==> src/rtl/switch_debounce_toggle_pkg.sv <==
// Shared board constants and types for the switch debounce / LED toggle block.
// Default qualification time is derived from the board clock and debounce window.
package switch_debounce_toggle_pkg;

  localparam int CLK_HZ                  = 24_000_000;
  localparam int DEBOUNCE_MS             = 10;
  localparam int DEBOUNCE_CYCLES_DEFAULT = (CLK_HZ / 1000) * DEBOUNCE_MS;

  // The stable bit doubles as the channel state: it is the debounced level.
  typedef enum logic {
    STABLE_LO = 1'b0,
    STABLE_HI = 1'b1
  } db_state_e;

  function automatic int cnt_width(input int cycles);
    return (cycles < 2) ? 1 : $clog2(cycles);
  endfunction

endpackage

==> src/rtl/switch_debounce_toggle_channel.sv <==
// One switch channel: 2-flop synchronizer, qualification counter, debounced
// level, one-cycle press/release strobes and a press-toggled LED latch.
module debounce_channel
  import switch_debounce_toggle_pkg::*;
#(
  parameter int DEBOUNCE_CYCLES = DEBOUNCE_CYCLES_DEFAULT
) (
  input  logic i_Clk,
  input  logic i_Rst_n,
  input  logic i_In,
  output logic o_Db,
  output logic o_Press,
  output logic o_Release,
  output logic o_LED
);

  localparam int            CW       = cnt_width(DEBOUNCE_CYCLES);
  localparam logic [CW-1:0] CNT_LAST = CW'(DEBOUNCE_CYCLES - 1);

  logic          r_sync1;
  logic          r_sync2;
  db_state_e     r_state;
  logic [CW-1:0] r_cnt;
  logic          r_press;
  logic          r_release;
  logic          r_led;

  db_state_e w_sync_state;
  logic      w_differs;
  logic      w_qualified;

  assign w_sync_state = db_state_e'(r_sync2);
  assign w_differs    = (w_sync_state != r_state);
  assign w_qualified  = w_differs && (r_cnt == CNT_LAST);

  // NOTE: every register here is state updated on the clock, so all use
  // non-blocking assignment; reads on the right-hand side see pre-edge values.
  always_ff @(posedge i_Clk or negedge i_Rst_n) begin
    if (!i_Rst_n) begin
      r_sync1   <= 1'b0;
      r_sync2   <= 1'b0;
      r_state   <= STABLE_LO;
      r_cnt     <= '0;
      r_press   <= 1'b0;
      r_release <= 1'b0;
      r_led     <= 1'b0;
    end else begin
      r_sync1   <= i_In;
      r_sync2   <= r_sync1;
      r_press   <= 1'b0;
      r_release <= 1'b0;
      r_led     <= r_led ^ r_press;
      if (!w_differs) begin
        // A single cycle back at the stable level restarts qualification.
        r_cnt <= '0;
      end else if (w_qualified) begin
        r_cnt     <= '0;
        r_state   <= w_sync_state;
        r_press   <= r_sync2;
        r_release <= ~r_sync2;
      end else begin
        r_cnt <= r_cnt + 1'b1;
      end
    end
  end

  assign o_Db      = r_state;
  assign o_Press   = r_press;
  assign o_Release = r_release;
  assign o_LED     = r_led;

endmodule

==> src/rtl/switch_debounce_toggle.sv <==
// Top: applies pin polarity, then one independent debounce channel per switch.
module switch_debounce_toggle
  import switch_debounce_toggle_pkg::*;
#(
  parameter int NUM_SW          = 2,
  parameter int DEBOUNCE_CYCLES = DEBOUNCE_CYCLES_DEFAULT,
  parameter bit ACTIVE_LOW      = 1'b0
) (
  input  logic              i_Clk,
  input  logic              i_Rst_n,
  input  logic [NUM_SW-1:0] i_Switch,
  output logic [NUM_SW-1:0] o_Switch_Db,
  output logic [NUM_SW-1:0] o_Press,
  output logic [NUM_SW-1:0] o_Release,
  output logic [NUM_SW-1:0] o_LED
);

  logic [NUM_SW-1:0] w_in;

  assign w_in = ACTIVE_LOW ? ~i_Switch : i_Switch;

  for (genvar g = 0; g < NUM_SW; g++) begin : g_ch
    debounce_channel #(
      .DEBOUNCE_CYCLES(DEBOUNCE_CYCLES)
    ) u_ch (
      .i_Clk    (i_Clk),
      .i_Rst_n  (i_Rst_n),
      .i_In     (w_in[g]),
      .o_Db     (o_Switch_Db[g]),
      .o_Press  (o_Press[g]),
      .o_Release(o_Release[g]),
      .o_LED    (o_LED[g])
    );
  end

endmodule
==> config.mk <==
export PLATFORM = sky130hd
export DESIGN_NAME = switch_debounce_toggle
export DESIGN_NICKNAME = d
export VERILOG_FILES = /design/src/rtl/switch_debounce_toggle_pkg.sv /design/src/rtl/switch_debounce_toggle_channel.sv /design/src/rtl/switch_debounce_toggle.sv
export SDC_FILE = /design/constraint.sdc
export NUM_CORES = 1
export LEC_CHECK = 0
export BUFFER_PORTS_ARGS = -buffer_cell sky130_fd_sc_hd__clkbuf_2
export CAP_MARGIN = 20
export CORE_ASPECT_RATIO = 0.8
export CORE_MARGIN = 3
export CORE_UTILIZATION = 40
export CTS_CLUSTER_SIZE = 10
export DETAILED_ROUTE_END_ITERATION = 6
export GPL_TIMING_DRIVEN = 0
export PLACE_DENSITY = 0.68
export SYNTH_ARGS = -nofsm -noshare
export SYNTH_HDL_FRONTEND = slang
export SYNTH_SLANG_ARGS = --single-unit
==> constraint.sdc <==
create_clock -name i_Clk -period 2.1 [get_ports i_Clk]
set_input_delay 0 -clock i_Clk [delete_from_list [all_inputs] [get_ports i_Clk]]
set_output_delay 0 -clock i_Clk [all_outputs]
set_load 0.01 [all_outputs]
==> flow_metrics.env <==
export IMPL_cts_tree="done"
export IMPL_grt_max_degree=28
export IMPL_ff2ff_setup_slack_ns=0.17
export IMPL_ys_flop_type="dfrtp_1"
export IMPL_ir_worst_vdd_mv=0.262
export IMPL_dr_total_vias=1587
export IMPL_portBuffers=11
export IMPL_synth_cell_types=36
export IMPL_ys_seq_elements=48
export IMPL_cts_root_buf="clkbuf_8"
export IMPL_grt_pass1_vias=1535
export IMPL_hold_class="primary input to asynchronous set/reset pin"
export IMPL_drt_total_wl_um=4160
export IMPL_period_minus_slack_ns=1.93
export IMPL_synth_edf_count=0
export IMPL_drive_gt1_share_pct=17.4
export IMPL_antenna_cells=0
export IMPL_finalCritPeriodShare_pct=92.0
export IMPL_nFillCells=478
export IMPL_dr_pass1_iters=4
export IMPL_p_per_area_nw_per_um2=645
export IMPL_place_congestion=0.807
export IMPL_path_class="register to register"
export IMPL_syn_area_sq_um=2260
export IMPL_antenna_found_initial=0
export IMPL_core_rowCount=23
export IMPL_cp_data_required_time_ns=2.30
export IMPL_maxCapViolCount=0
export IMPL_r2r_cells=4
export IMPL_start_util_pct=43.2
export IMPL_fin_tns_setup_ns=0
export IMPL_final_cells=311
export IMPL_dp_hpwl_um=2930
export IMPL_grt_usage_pct=13.6
export IMPL_syn_area_per_cell_sq_um=10.6
export IMPL_finalClockSkew_ns=0.00773
export IMPL_endpoint="g_ch[1].u_ch.r_cnt[17]"
export IMPL_synth_nets=219
export IMPL_grt_overflow=0
export IMPL_cts_clk_slew_worst_paths_ns=0.09
export IMPL_cp_start_kind="register"
export IMPL_r2r_end="g_ch[1].u_ch.r_cnt[17]"
export IMPL_core_sq_um=5240
export IMPL_postRouteAntennaNets=0
export IMPL_synth_async_reset_ratio_pct=100
export IMPL_die_area_sq_um=6600
export IMPL_cts_made_buffers=5
export IMPL_drc_errors=0
export IMPL_final_cell_area_sq_um=2590
export IMPL_pin_count=12
export IMPL_slew_headroom_pct=59.4
export IMPL_placed_cell_area_sq_um=2430
export IMPL_routed_via_density=5.10
export IMPL_finalSetupViolCount=0
export IMPL_p_leak_nw=1.09
export IMPL_htree_levels=2
export IMPL_finalPower_mw=1.67
export IMPL_layout_nets=241
export IMPL_initialDrtViolationCount=87
export IMPL_place_inst=300
export IMPL_rsz0062_at_grt="false"
export IMPL_critPathCaptureType="register"
export IMPL_routedWlPerCell_um=13.4
export IMPL_worstPathArrival_ns=2.13
export IMPL_drv_slew=0
export IMPL_clock_sinks=48
export IMPL_hold_viol_final=0
export IMPL_tightest_slew_ns=0.603
export IMPL_die_width_um=90.1
export IMPL_syn2layout_area_growth_pct=14.3
export IMPL_grt_pass1_wl_um=7220
export IMPL_cts_buffer_depth=2
export IMPL_crit_fanout=6
export IMPL_clkLatencyLatePin_ns=0.30
export IMPL_fmax_mhz=517
export IMPL_startpoint="g_ch[1].u_ch.r_cnt[2]"
export IMPL_post_cts_buffers=0
export IMPL_synth_cells=213
export IMPL_r2r_start="g_ch[1].u_ch.r_cnt[2]"
export IMPL_status="finished clean"
export IMPL_die_y_um=73.3
export IMPL_seq_area_frac_synth_pct=53.1
export IMPL_synth_warnings=0
==> state kept, by name, summed over array words and instances, names as in the netlist <==
name,count
g_ch.u_ch.r_sync1,2
g_ch.u_ch.r_sync2,2
g_ch.u_ch.r_cnt,36
g_ch.u_ch.o_Release,2
g_ch.u_ch.o_Db,2
g_ch.u_ch.o_LED,2
g_ch.u_ch.o_Press,2
==> worst min path at each step <==
stage / from / endpoint / slack, ns / cells past startpoint
after CTS: i_Rst_n / g_ch[1].u_ch.r_cnt[11] / 0.25 / 2
after detailed placement: i_Rst_n / g_ch[1].u_ch.r_cnt[11] / 0.04 / 1
after global routing: i_Rst_n / g_ch[1].u_ch.r_cnt[9] / 0.31 / 2
after floorplan: i_Rst_n / g_ch[0].u_ch.o_Db / -0.30 / 0
final: i_Rst_n / g_ch[1].u_ch.r_cnt[11] / 0.22 / 2
after global placement: i_Switch[1] / g_ch[1].u_ch.r_sync1 / 0.11 / 1
==> critical path, stage by stage, from the launching register on <==
cell and delay (ns):
dfrtp_1 0.43, nand4_1 0.29, nor4_1 0.64, mux2i_1 0.24
and4bb_2 0.23
==> synthesized netlist by cell type (2+ instances only) <==
library cell  number  area share, %
a21oi_1            4           0.88
and2_1             3           0.83
and3_1             6            1.7
and4_1             2           0.77
buf_2              2           0.44
buf_4              8            2.7
clkbuf_1           2           0.33
dfrtp_1           48             53
ha_1               2            1.1
inv_1              5           0.83
mux2_2             2            1.0
nand2_1            5           0.83
nand3_1           16            3.5
nand4_1            8            2.2
nor2_1            31            5.1
nor3_1             6            1.3
nor3b_1            4            1.3
nor4_1             7            1.9
nor4bb_1           4            1.8
o21ai_1            2           0.44
xnor2_1           24            9.3
xor2_1             8            3.1
==> layout make-up <==
type / instances / area, sq um / area share [%]
repair buffers: 15 / 105 / 4.06
plain buffers: 12 / 78.8 / 3.05
inverters: 5 / 18.8 / 0.726
clock buffers: 5 / 68.8 / 2.66
well taps: 75 / 93.8 / 3.63
multi-input cells: 148 / 977 / 37.8
flip-flops and latches: 48 / 1200 / 46.4
clock inverters: 3 / 42.5 / 1.64
==> metal layers <==
layer | track usage (%) | vias to the layer above | wire [um]
li1 | - | 782 | -
met1 | 19.5 | 772 | 2180
met2 | 20.9 | 29 | 1820
met3 | 2.76 | 4 | 124
met4 | 4.58 | 0 | 42
met5 | 0 | - | 0
==> cells by family (layout without fill, tap and decap cells) <==
kind of cell / after synthesis / after routing / synth area share [%]
compound gates: 9 / 9 / 2.27
xor+xnor: 32 / 32 / 12.4
fa+ha+maj: 2 / 2 / 1.11
buf+inv: 17 / 40 / 4.26
flops: 48 / 48 / 53.1
mux: 3 / 3 / 1.44
simple gates: 102 / 102 / 25.4
==> what timing repair did <==
action | CTS | global route
hold buffers | 3 | 0
hold endpoints to repair | 23 | 0
gates resized for setup | 0 | 5
setup endpoints to repair | 0 | 20
==> layout by cell type, fill, tap and decap left out, drive strengths merged <==
cell type / synthesis / final
a21oi: 4 / 4
and2: 3 / 3
and3: 6 / 6
and4: 2 / 2
and4b: 1 / 1
and4bb: 1 / 1
buf: 10 / 11
bufinv: 0 / 1
clkbuf: 2 / 18
clkinv: 0 / 1
clkinvlp: 0 / 1
dfrtp: 48 / 48
dlygate4sd3: 0 / 3
ha: 2 / 2
inv: 5 / 5
mux2: 2 / 2
mux2i: 1 / 1
nand2: 5 / 5
nand3: 16 / 16
nand4: 9 / 9
nand4b: 1 / 1
nor2: 31 / 31
nor3: 6 / 6
nor3b: 4 / 4
nor4: 7 / 7
nor4b: 1 / 1
nor4bb: 4 / 4
o21ai: 3 / 3
o31ai: 1 / 1
o41ai: 1 / 1
or2: 1 / 1
or3: 2 / 2
or3b: 1 / 1
or4: 1 / 1
xnor2: 24 / 24
xor2: 8 / 8
==> through the flow <==
step           util [%]  hold slack [ns]  worst slack [ns]
6_report           49.4            0.224             0.167
5_1_grt            49.4            0.305            0.0298
4_1_cts            49.1            0.247           0.00901
3_5_place_dp       46.4           0.0367            0.0254
3_3_place_gp       46.0            0.110            0.0503
2_1_floorplan         -           -0.296             0.436
==> power breakdown <==
group | leakage [nW] | internal (mW) | switching (mW)
Combinational | 0.379 | 0.0216 | 0.0382
Sequential | 0.656 | 0.937 | 0.0130
Clock | 0.0541 | 0.352 | 0.307
Total | 1.09 | 1.31 | 0.358
Power figures use the tool's default switching activity.
